<file path="config.mk">
export PLATFORM = sky130hd
export DESIGN_NAME = roi_pixel_stats
export DESIGN_NICKNAME = d
export VERILOG_FILES = /design/src/rtl/radar_stats_pkg.sv /design/src/rtl/roi_frame_accum.sv /design/src/rtl/roi_pixel_stats.sv
export SDC_FILE = /design/constraint.sdc
export NUM_CORES = 1
export LEC_CHECK = 0
export CAP_MARGIN = 15
export CORE_MARGIN = 10
export CORE_UTILIZATION = 40
export CTS_CLUSTER_SIZE = 14
export DETAILED_ROUTE_END_ITERATION = 8
export PLACE_DENSITY = 0.65
export SLEW_MARGIN = 40
export SYNTH_ARGS = -nofsm -noshare
export SYNTH_HDL_FRONTEND = slang
export SYNTH_SLANG_ARGS = --single-unit
</file>
<file path="constraint.sdc">
create_clock -name clk -period 3.65 [get_ports clk]
set_input_delay 0.73 -clock clk [delete_from_list [all_inputs] [get_ports clk]]
set_output_delay 0.73 -clock clk [all_outputs]
set_load 0.005 [all_outputs]
</file>
<file path="src/rtl/radar_stats_pkg.sv">
// Shared types and widths for the ROI pixel statistics block.
// Holds the control FSM state encoding and the sum-width helper.
// No logic; imported by roi_frame_accum and roi_pixel_stats.
package radar_stats_pkg;

    typedef enum logic [1:0] {
        ST_IDLE  = 2'd0,
        ST_ACCUM = 2'd1,
        ST_HOLD  = 2'd2
    } state_e;

    // Sum is wide enough that it cannot wrap for up to 2^cnt_w pixels.
    function automatic int sum_w(input int cnt_w, input int pixel_w);
        return cnt_w + pixel_w;
    endfunction

    localparam int SUM_W = sum_w(16, 16);

endpackage

</file>
<file path="src/rtl/roi_frame_accum.sv">
// Per-frame datapath: pixel count, sum, peak, peak index, channel (and above-threshold count).
// Latency 0 on nxt_* (value after this cycle's load/accumulate); working registers update at the edge.
// No backpressure; load/accum are driven by the control FSM. Optional: ROI_STATS_THRESH_EN.
module roi_frame_accum import radar_stats_pkg::*; #(
    parameter int PIXEL_W = 16,
    parameter int CNT_W   = 16,
    parameter int CH_W    = 4
`ifdef ROI_STATS_THRESH_EN
    , parameter logic [PIXEL_W-1:0] THRESH = PIXEL_W'(16'h0100)
`endif
) (
    input  logic                                 clk,
    input  logic                                 rst_n,
    input  logic                                 load,
    input  logic                                 accum,
    input  logic [PIXEL_W-1:0]                   pixel_in,
    input  logic [CH_W-1:0]                      channel_in,
    output logic [CNT_W-1:0]                     nxt_count,
    output logic [sum_w(CNT_W, PIXEL_W)-1:0]     nxt_sum,
    output logic [PIXEL_W-1:0]                   nxt_peak,
    output logic [CNT_W-1:0]                     nxt_peak_idx,
    output logic [CH_W-1:0]                      nxt_channel,
`ifdef ROI_STATS_THRESH_EN
    output logic [CNT_W-1:0]                     nxt_above,
`endif
    output logic                                 nxt_ovf
);

    localparam int SW = sum_w(CNT_W, PIXEL_W);

    logic [CNT_W-1:0]   count_q, count_d;
    logic [SW-1:0]      sum_q, sum_d;
    logic [PIXEL_W-1:0] peak_q, peak_d;
    logic [CNT_W-1:0]   peak_idx_q, peak_idx_d;
    logic [CH_W-1:0]    channel_q, channel_d;
    logic               ovf_q, ovf_d;
`ifdef ROI_STATS_THRESH_EN
    logic [CNT_W-1:0]   above_q, above_d;
`endif

    // Load starts a fresh frame from this pixel; accumulate folds this pixel into the running stats.
    always_comb begin
        count_d    = count_q;
        sum_d      = sum_q;
        peak_d     = peak_q;
        peak_idx_d = peak_idx_q;
        channel_d  = channel_q;
        ovf_d      = ovf_q;
`ifdef ROI_STATS_THRESH_EN
        above_d    = above_q;
`endif
        if (load) begin
            count_d    = CNT_W'(1);
            sum_d      = SW'(pixel_in);
            peak_d     = pixel_in;
            peak_idx_d = '0;
            channel_d  = channel_in;
            ovf_d      = 1'b0;
`ifdef ROI_STATS_THRESH_EN
            above_d    = (pixel_in > THRESH) ? CNT_W'(1) : '0;
`endif
        end else if (accum) begin
            // Count saturates at all-ones; hitting the ceiling marks the frame overflowed.
            if (&count_q) begin
                ovf_d = 1'b1;
            end else begin
                count_d = count_q + 1'b1;
            end
            sum_d = sum_q + SW'(pixel_in);
            // Strict compare so ties keep the earliest index; index is the pre-increment count.
            if (pixel_in > peak_q) begin
                peak_d     = pixel_in;
                peak_idx_d = count_q;
            end
`ifdef ROI_STATS_THRESH_EN
            if ((pixel_in > THRESH) && !(&above_q)) begin
                above_d = above_q + 1'b1;
            end
`endif
        end
    end

    // Working registers, cleared by synchronous reset.
    always_ff @(posedge clk) begin
        if (!rst_n) begin
            count_q    <= '0;
            sum_q      <= '0;
            peak_q     <= '0;
            peak_idx_q <= '0;
            channel_q  <= '0;
            ovf_q      <= 1'b0;
`ifdef ROI_STATS_THRESH_EN
            above_q    <= '0;
`endif
        end else begin
            count_q    <= count_d;
            sum_q      <= sum_d;
            peak_q     <= peak_d;
            peak_idx_q <= peak_idx_d;
            channel_q  <= channel_d;
            ovf_q      <= ovf_d;
`ifdef ROI_STATS_THRESH_EN
            above_q    <= above_d;
`endif
        end
    end

    assign nxt_count    = count_d;
    assign nxt_sum      = sum_d;
    assign nxt_peak     = peak_d;
    assign nxt_peak_idx = peak_idx_d;
    assign nxt_channel  = channel_d;
    assign nxt_ovf      = ovf_d;
`ifdef ROI_STATS_THRESH_EN
    assign nxt_above    = above_d;
`endif

endmodule

</file>
<file path="src/rtl/roi_pixel_stats.sv">
// Per-frame ROI pixel statistics with one registered result per frame on stat_valid/stat_ready.
// Latency: stat_valid rises the cycle after data_end is sampled.
// Backpressure: while a result is held, new frames are dropped (frame_drop pulse). Optional: ROI_STATS_THRESH_EN.
module roi_pixel_stats import radar_stats_pkg::*; #(
    parameter int PIXEL_W = 16,
    parameter int CNT_W   = 16,
    parameter int CH_W    = 4
`ifdef ROI_STATS_THRESH_EN
    , parameter logic [PIXEL_W-1:0] THRESH = PIXEL_W'(16'h0100)
`endif
) (
    input  logic                              clk,
    input  logic                              rst_n,
    input  logic                              data_start,
    input  logic                              data_end,
    input  logic [PIXEL_W-1:0]                pixel_in,
    input  logic [CH_W-1:0]                   channel_num,
    output logic                              stat_valid,
    input  logic                              stat_ready,
    output logic [CNT_W-1:0]                  stat_count,
    output logic [sum_w(CNT_W, PIXEL_W)-1:0]  stat_sum,
    output logic [PIXEL_W-1:0]                stat_peak,
    output logic [CNT_W-1:0]                  stat_peak_idx,
    output logic [CH_W-1:0]                   stat_channel,
    output logic                              stat_ovf,
    output logic                              frame_drop,
`ifdef ROI_STATS_THRESH_EN
    output logic [CNT_W-1:0]                  stat_above,
`endif
    output logic                              busy
);

    localparam int SW = sum_w(CNT_W, PIXEL_W);

    state_e state_q, state_d;
    logic   drop_q, drop_d;
    logic   load, accum, latch, hs;

    logic [CNT_W-1:0]   nxt_count, nxt_peak_idx;
    logic [SW-1:0]      nxt_sum;
    logic [PIXEL_W-1:0] nxt_peak;
    logic [CH_W-1:0]    nxt_channel;
    logic               nxt_ovf;

    logic [CNT_W-1:0]   count_q, count_d, peak_idx_q, peak_idx_d;
    logic [SW-1:0]      sum_q, sum_d;
    logic [PIXEL_W-1:0] peak_q, peak_d;
    logic [CH_W-1:0]    channel_q, channel_d;
    logic               ovf_q, ovf_d;
`ifdef ROI_STATS_THRESH_EN
    logic [CNT_W-1:0]   nxt_above, above_q, above_d;
`endif

    roi_frame_accum #(
        .PIXEL_W (PIXEL_W),
        .CNT_W   (CNT_W),
        .CH_W    (CH_W)
`ifdef ROI_STATS_THRESH_EN
        , .THRESH(THRESH)
`endif
    ) u_accum (
        .clk          (clk),
        .rst_n        (rst_n),
        .load         (load),
        .accum        (accum),
        .pixel_in     (pixel_in),
        .channel_in   (channel_num),
        .nxt_count    (nxt_count),
        .nxt_sum      (nxt_sum),
        .nxt_peak     (nxt_peak),
        .nxt_peak_idx (nxt_peak_idx),
        .nxt_channel  (nxt_channel),
`ifdef ROI_STATS_THRESH_EN
        .nxt_above    (nxt_above),
`endif
        .nxt_ovf      (nxt_ovf)
    );

    // Control FSM: frame open/close, restart drop, and hold-until-handshake.
    always_comb begin
        state_d = state_q;
        drop_d  = 1'b0;
        load    = 1'b0;
        accum   = 1'b0;
        latch   = 1'b0;
        hs      = (state_q == ST_HOLD) && stat_ready;
        case (state_q)
            ST_IDLE: begin
                if (data_start) begin
                    load    = 1'b1;
                    latch   = data_end;
                    state_d = data_end ? ST_HOLD : ST_ACCUM;
                end
            end
            ST_ACCUM: begin
                if (data_start) begin
                    // Restart without end: partial frame is thrown away.
                    load    = 1'b1;
                    drop_d  = 1'b1;
                    latch   = data_end;
                    state_d = data_end ? ST_HOLD : ST_ACCUM;
                end else begin
                    accum = 1'b1;
                    if (data_end) begin
                        latch   = 1'b1;
                        state_d = ST_HOLD;
                    end
                end
            end
            ST_HOLD: begin
                if (hs) begin
                    if (data_start) begin
                        load    = 1'b1;
                        latch   = data_end;
                        state_d = data_end ? ST_HOLD : ST_ACCUM;
                    end else begin
                        state_d = ST_IDLE;
                    end
                end else if (data_start) begin
                    // Result still pending: the incoming frame is ignored; remaining pixels fall
                    // through HOLD/IDLE without effect.
                    drop_d = 1'b1;
                end
            end
            default: state_d = ST_IDLE;
        endcase
    end

    // Result registers capture the completed frame's stats on the closing cycle.
    always_comb begin
        count_d    = count_q;
        sum_d      = sum_q;
        peak_d     = peak_q;
        peak_idx_d = peak_idx_q;
        channel_d  = channel_q;
        ovf_d      = ovf_q;
`ifdef ROI_STATS_THRESH_EN
        above_d    = above_q;
`endif
        if (latch) begin
            count_d    = nxt_count;
            sum_d      = nxt_sum;
            peak_d     = nxt_peak;
            peak_idx_d = nxt_peak_idx;
            channel_d  = nxt_channel;
            ovf_d      = nxt_ovf;
`ifdef ROI_STATS_THRESH_EN
            above_d    = nxt_above;
`endif
        end
    end

    // State, drop pulse and result registers with synchronous reset.
    always_ff @(posedge clk) begin
        if (!rst_n) begin
            state_q    <= ST_IDLE;
            drop_q     <= 1'b0;
            count_q    <= '0;
            sum_q      <= '0;
            peak_q     <= '0;
            peak_idx_q <= '0;
            channel_q  <= '0;
            ovf_q      <= 1'b0;
`ifdef ROI_STATS_THRESH_EN
            above_q    <= '0;
`endif
        end else begin
            state_q    <= state_d;
            drop_q     <= drop_d;
            count_q    <= count_d;
            sum_q      <= sum_d;
            peak_q     <= peak_d;
            peak_idx_q <= peak_idx_d;
            channel_q  <= channel_d;
            ovf_q      <= ovf_d;
`ifdef ROI_STATS_THRESH_EN
            above_q    <= above_d;
`endif
        end
    end

    assign stat_valid    = (state_q == ST_HOLD);
    assign busy          = (state_q != ST_IDLE);
    assign frame_drop    = drop_q;
    assign stat_count    = count_q;
    assign stat_sum      = sum_q;
    assign stat_peak     = peak_q;
    assign stat_peak_idx = peak_idx_q;
    assign stat_channel  = channel_q;
    assign stat_ovf      = ovf_q;
`ifdef ROI_STATS_THRESH_EN
    assign stat_above    = above_q;
`endif

endmodule

</file>
* Word-level counts from Yosys, hierarchy flattened
Index checks and enable logic that the tools add are counted.
** Storage, ports and cells
- Memories kept :: 0
- Memory bits (writable) :: 0
- Output and inout port bits :: 88
- Register bits :: 173
- Latch bits :: 0
- Memory bits (read-only) :: 0
- Input bits :: 25
- Logic and storage cells :: 62
** Operators by class
- Mux-type cells :: 34
- Equal/unequal tests :: 5
- Shift operators :: 0
- Reduce and logical (&&, ||, !) cells :: 6
- Add/subtract/negate cells :: 2
- Div/mod/pow operators :: 0
- $lt $le $gt $ge :: 1
- $mul :: 0
- Bitwise gates (word level) :: 0
** Operator list (number)
- $mux 16 :: 9
- $mux 32 :: 2
- $add 32x16->32 :: 1
- $add 16x1->16 const B :: 1
- $gt 16x16->1 :: 1
- $reduce_and 16->1 :: 1
- $mux 1 :: 12
- $mux 2 :: 6
- $pmux 2 s3 :: 1
- $mux 4 :: 1
- $pmux 1 s2 :: 2
- $ne 3x3->1 const B :: 1
- $pmux 1 s3 :: 1
- $reduce_and 3->1 :: 1
- $eq 2x1->1 const B :: 1
- $eq 2x2->1 const B :: 1
- $logic_not 2->1 :: 1
- $ne 2x1->1 const B :: 1
- $ne 2x2->1 const B :: 1
- $reduce_bool 2->1 :: 1
- $reduce_or 2->1 :: 1
- $logic_and 1x1->1 :: 1

* Depth between registers and ports, before layout
- Depth after elaboration :: 5
- Mapped depth :: 12
- Depth with buffers taken out :: 9

* By module
From an unflattened synthesis, not the netlist that was laid out.
** Second synthesis, totals
- Cell total of the unflattened synthesis :: 1044
- Area total of the unflattened synthesis :: 8987.4 um^2
** By module, submodules not included
- roi_frame_accum :: cells each 645, area an instance 5375.2 um^2, times used 1, sequential area each 1701.6 um^2
- roi_pixel_stats :: cells each 399, area an instance 3612.2 um^2, times used 1, sequential area each 1761.7 um^2

* Worst setup path after synthesis
Ideal clock, no wire load.
- Kind :: input to register
- Start point :: in pixel_in[0]
- End point :: reg sum_q[8] (netlist: stat_sum[8])
- Data required time :: 3.518 ns
- Path buffers :: 0
- Cell stages on the path :: 9
- Data arrival time :: 2.741 ns
- Slack :: 0.776 ns
- Library setup time :: 0.132 ns
- Cell sequence :: ha_1 fa_1 a211o_1 a21oi_1 o21ai_0 a21o_1 xor2_1 a221oi_1 a21oi_1
** On the way
- Word-level cells in the longest chain between the ends :: 3
** RTL lines
- start: declaration :: RTL line roi_pixel_stats.sv:16 : input logic [PIXEL_W-1:0] pixel_in,
- $add 32x16->32 :: RTL line roi_frame_accum.sv:69 : sum_d = sum_q + SW'(pixel_in);
- $mux 32 :: RTL line roi_frame_accum.sv:62 : end else if (accum) begin
- $mux 32 :: RTL line roi_frame_accum.sv:52 : if (load) begin
- end signal: assignment :: RTL line roi_pixel_stats.sv:171 : sum_q <= sum_d;
- end: declaration :: RTL line roi_pixel_stats.sv:46 : logic [SW-1:0] sum_q, sum_d;
No other way between the ends.
A chain may end at the register's enable or synchronous reset.

* Final worst setup path
Same ends and word-level chain as after synthesis.

==> summary.md <==
| Metric | Value |
|---|---|
| Status | `complete, no violations` |
| Most frequent cells in the layout | `dfxtp_1, nor2_1, clkdlybuf4s50_1` |
| Share of layout cells above drive strength 1 | `0.0678` |
| Worst-path clk slew | `0.07 ns` |
| Post-CTS Setup Inserts | `0` |
| Synth Flop Type | `dfxtp_1` |
| Min-delay worst type | `reg2reg` |
| Syn-to-layout area delta | `26.4%` |
| Clk_lat worst skew | `0.44 ns` |
| Clock power share | `0.401` |
| Initial Utilization | `0.410` |
| First-pass GRT wire length | `33,300 um` |
| Util after Layout | `0.518` |
| Clock Skew | `0.0128 ns` |
| Initial DRC Count | `418` |
| Post-DRT Antenna Nets | `0` |
| Critical Path AT | `3.33 ns` |
| Clock Tree Buf Depth | `2` |
| Place WS | `0.195 ns` |
| Setup tns final | `0 ns` |
| Most common cell after layout, fill and taps aside | `dfxtp_1` |
| Pre-antenna DRT Iters | `6` |
| Max Freq | `330 MHz` |
| Via Count | `6,601` |
| CTS Hold Bufs | `0` |
| Grt total ovfl | `0` |
| Syn Inst Count | `899` |
| Crit. End Element | `flip-flop` |
| Clock tree from TritonCTS | `yes` |
| GRT Util Overall | `0.159` |
| Worst endpoint required time | `3.95 ns` |
| DR WL met3 | `1100 um` |
| Final wirelength | `20,500 um` |
| Int Power | `3.29 mW` |
| Register share of total power | `0.438` |
| Rel. slew slack | `0.582` |
| Comb pwr share | `0.161` |
| Area leader, netlist | `dfxtp_1` |
| Core Rows | `50` |
| Yosys reg bits | `173` |
| Htree depth | `4` |
| Initial antenna violation count | `0` |
| Psw | `1.32 mW` |
| Leakage power | `3.85 nW` |
| Least-Margin Pin Slew | `0.626 ns` |
| Yosys warns | `0` |
| Routed wl met2 | `9690 um` |
| Synthesized area | `7720 um^2` |
| TritonCTS Buffers | `17` |
| Avg WL per Cell | `16.0 um` |
| Port bufs | `112` |
| Vias in the first global route | `6,345` |
| Largest cells by area after synthesis | `dfxtp_1, ha_1, nor2_1` |
| Fin. Hold Viols | `0` |
| Max-slew violations | `0` |
| Post-DP HPWL | `14,700 um` |
| Die width | `159 um` |
| Final setup violation count | `0` |
| # IOs | `113` |
| Mean area per synthesized cell | `8.59 um^2` |
| Synth unique cells | `60` |
| Number of max-cap violations | `0` |
| Area share of the leading cell type in the synthesized netlist | `0.448` |
| Sw Share | `0.286` |
| CTS root buffer | `clkbuf_16` |
| Final Power | `4.61 mW` |
| WL met1 | `9480 um` |
| Core box area | `18,800 um^2` |
| Max layer used | `met4` |
| Via-to-Cell Ratio | `5.16` |
| VDD IR-drop max | `0.000331 V` |
| Post-synth EDFFs | `0` |
| Die height | `159 um` |
| Final net count | `1,067` |
| Synth async-reset ratio | `0` |
| Pwr dens | `472 nW/um^2` |
| Placer Congestion | `0.871` |
| Seq/Total Area, Yosys | `0.448` |
| Crit Path Max Fanout | `4` |
| CTS Sinks | `173` |
| Final Cycle Share | `0.829` |
| Slack of the critical path | `0.623 ns` |
| Unrepaired setup endpoints after global routing | `no` |
| Die area | `25,300 um^2` |
| Fin crit period | `3.03 ns` |
| DRC | `0` |
| Largest net degree at the start of global routing | `49` |
| CP Class | `in2reg` |
| CP startpoint kind | `primary input` |
| Cts repair resizes | `0` |
| Syn Nets | `962` |
synth_stat cells (12+ instances only):
cell and count:
nand3_1 24, xnor2_1 23, xor2_1 12, a31oi_1 12, clkbuf_1 45, mux2i_1 38, inv_1 27, dfxtp_1 173
nand4_1 18, nor2_1 114, a21oi_1 61, ha_1 37, nand2_1 98, a211oi_1 12, a21o_1 14, o21ai_0 84
final cells by class:
type | instances | area (um^2)
Fill cell | 1787 | 9070
Multi-Input combinational cell | 647 | 3950
Sequential cell | 173 | 3460
Timing Repair Buffer | 138 | 1320
Clock buffer | 18 | 439
Tap cell | 260 | 325
Clock inverter | 14 | 168
Inverter | 27 | 101
Antenna cell | 2 | 5.00
routing by layer:
metal,GRT usage,vias to the layer above
li1,-,3357
met5,0,-
met4,0.0413,0
met1,0.199,3118
met2,0.262,110
met3,0.0478,16
power by group through the flow:
stage | clock [mW] | combinational, mW | sequential [mW]
2_1_floorplan | 0 | 0.466 | 2.05
3_3_place_gp | 0 | 0.730 | 2.06
3_5_place_dp | 0 | 0.736 | 2.06
4_1_cts | 1.88 | 0.744 | 2.02
5_1_grt | 1.97 | 0.832 | 2.03
6_report | 1.85 | 0.740 | 2.02
sequential cells by signal (all words and copies together) (netlist names):
register / flops
u_accum.count_q: 16
state_q: 2
stat_channel: 4
u_accum.sum_q: 32
u_accum.peak_q: 16
stat_count: 16
u_accum.ovf_q: 1
stat_peak: 16
stat_peak_idx: 16
stat_ovf: 1
u_accum.peak_idx_q: 16
frame_drop: 1
u_accum.channel_q: 4
stat_sum: 32
kinds of logic (layout without fill, tap and decap cells):
group,Yosys count,after routing,synth area share
AOI/OAI and AO/OA,224,224,0.175
and+or+nand+nor,311,311,0.181
muxes,39,39,0.0507
buffers and inverters,79,197,0.0423
other,0,2,0
adders and majority gates,38,38,0.0625
DFF,173,173,0.448
xor gates and xnor gates,35,35,0.0397
final timing paths:
kind	slack (ns)	cells after the start	from	end
min reg2reg	0.45	2	stat_sum[25]$_SDFFE_PN0P_	stat_sum[25]$_SDFFE_PN0P_
max reg2reg	1.10	10	u_accum.sum_q[0]$_SDFF_PN0_	stat_sum[8]$_SDFFE_PN0P_
max	0.62	11	pixel_in[0]	stat_sum[8]$_SDFFE_PN0P_
min	0.45	2	stat_sum[25]$_SDFFE_PN0P_	stat_sum[25]$_SDFFE_PN0P_
per-stage QoR:
step | std cells | area, um^2 | hold WS [ns]
3_3_place_gp | 1245 | 9150 | 0.436
6_report | 1279 | 9760 | 0.454
4_1_cts | 1277 | 9760 | 0.459
2_1_floorplan | 899 | 7720 | 0.420
3_5_place_dp | 1245 | 9150 | 0.442
5_1_grt | 1277 | 9760 | 0.478
critical path, cell delays in order:
cell	delay, ns
clkdlybuf4s50_1	0.45
ha_1	0.26
fa_1	0.40
a211o_1	0.31
a21oi_1	0.13
buf_4	0.15
o21ai_0	0.09
a21o_1	0.21
xor2_1	0.14
a221oi_1	0.35
a21oi_1	0.11
(Power assumes the default switching activity.)
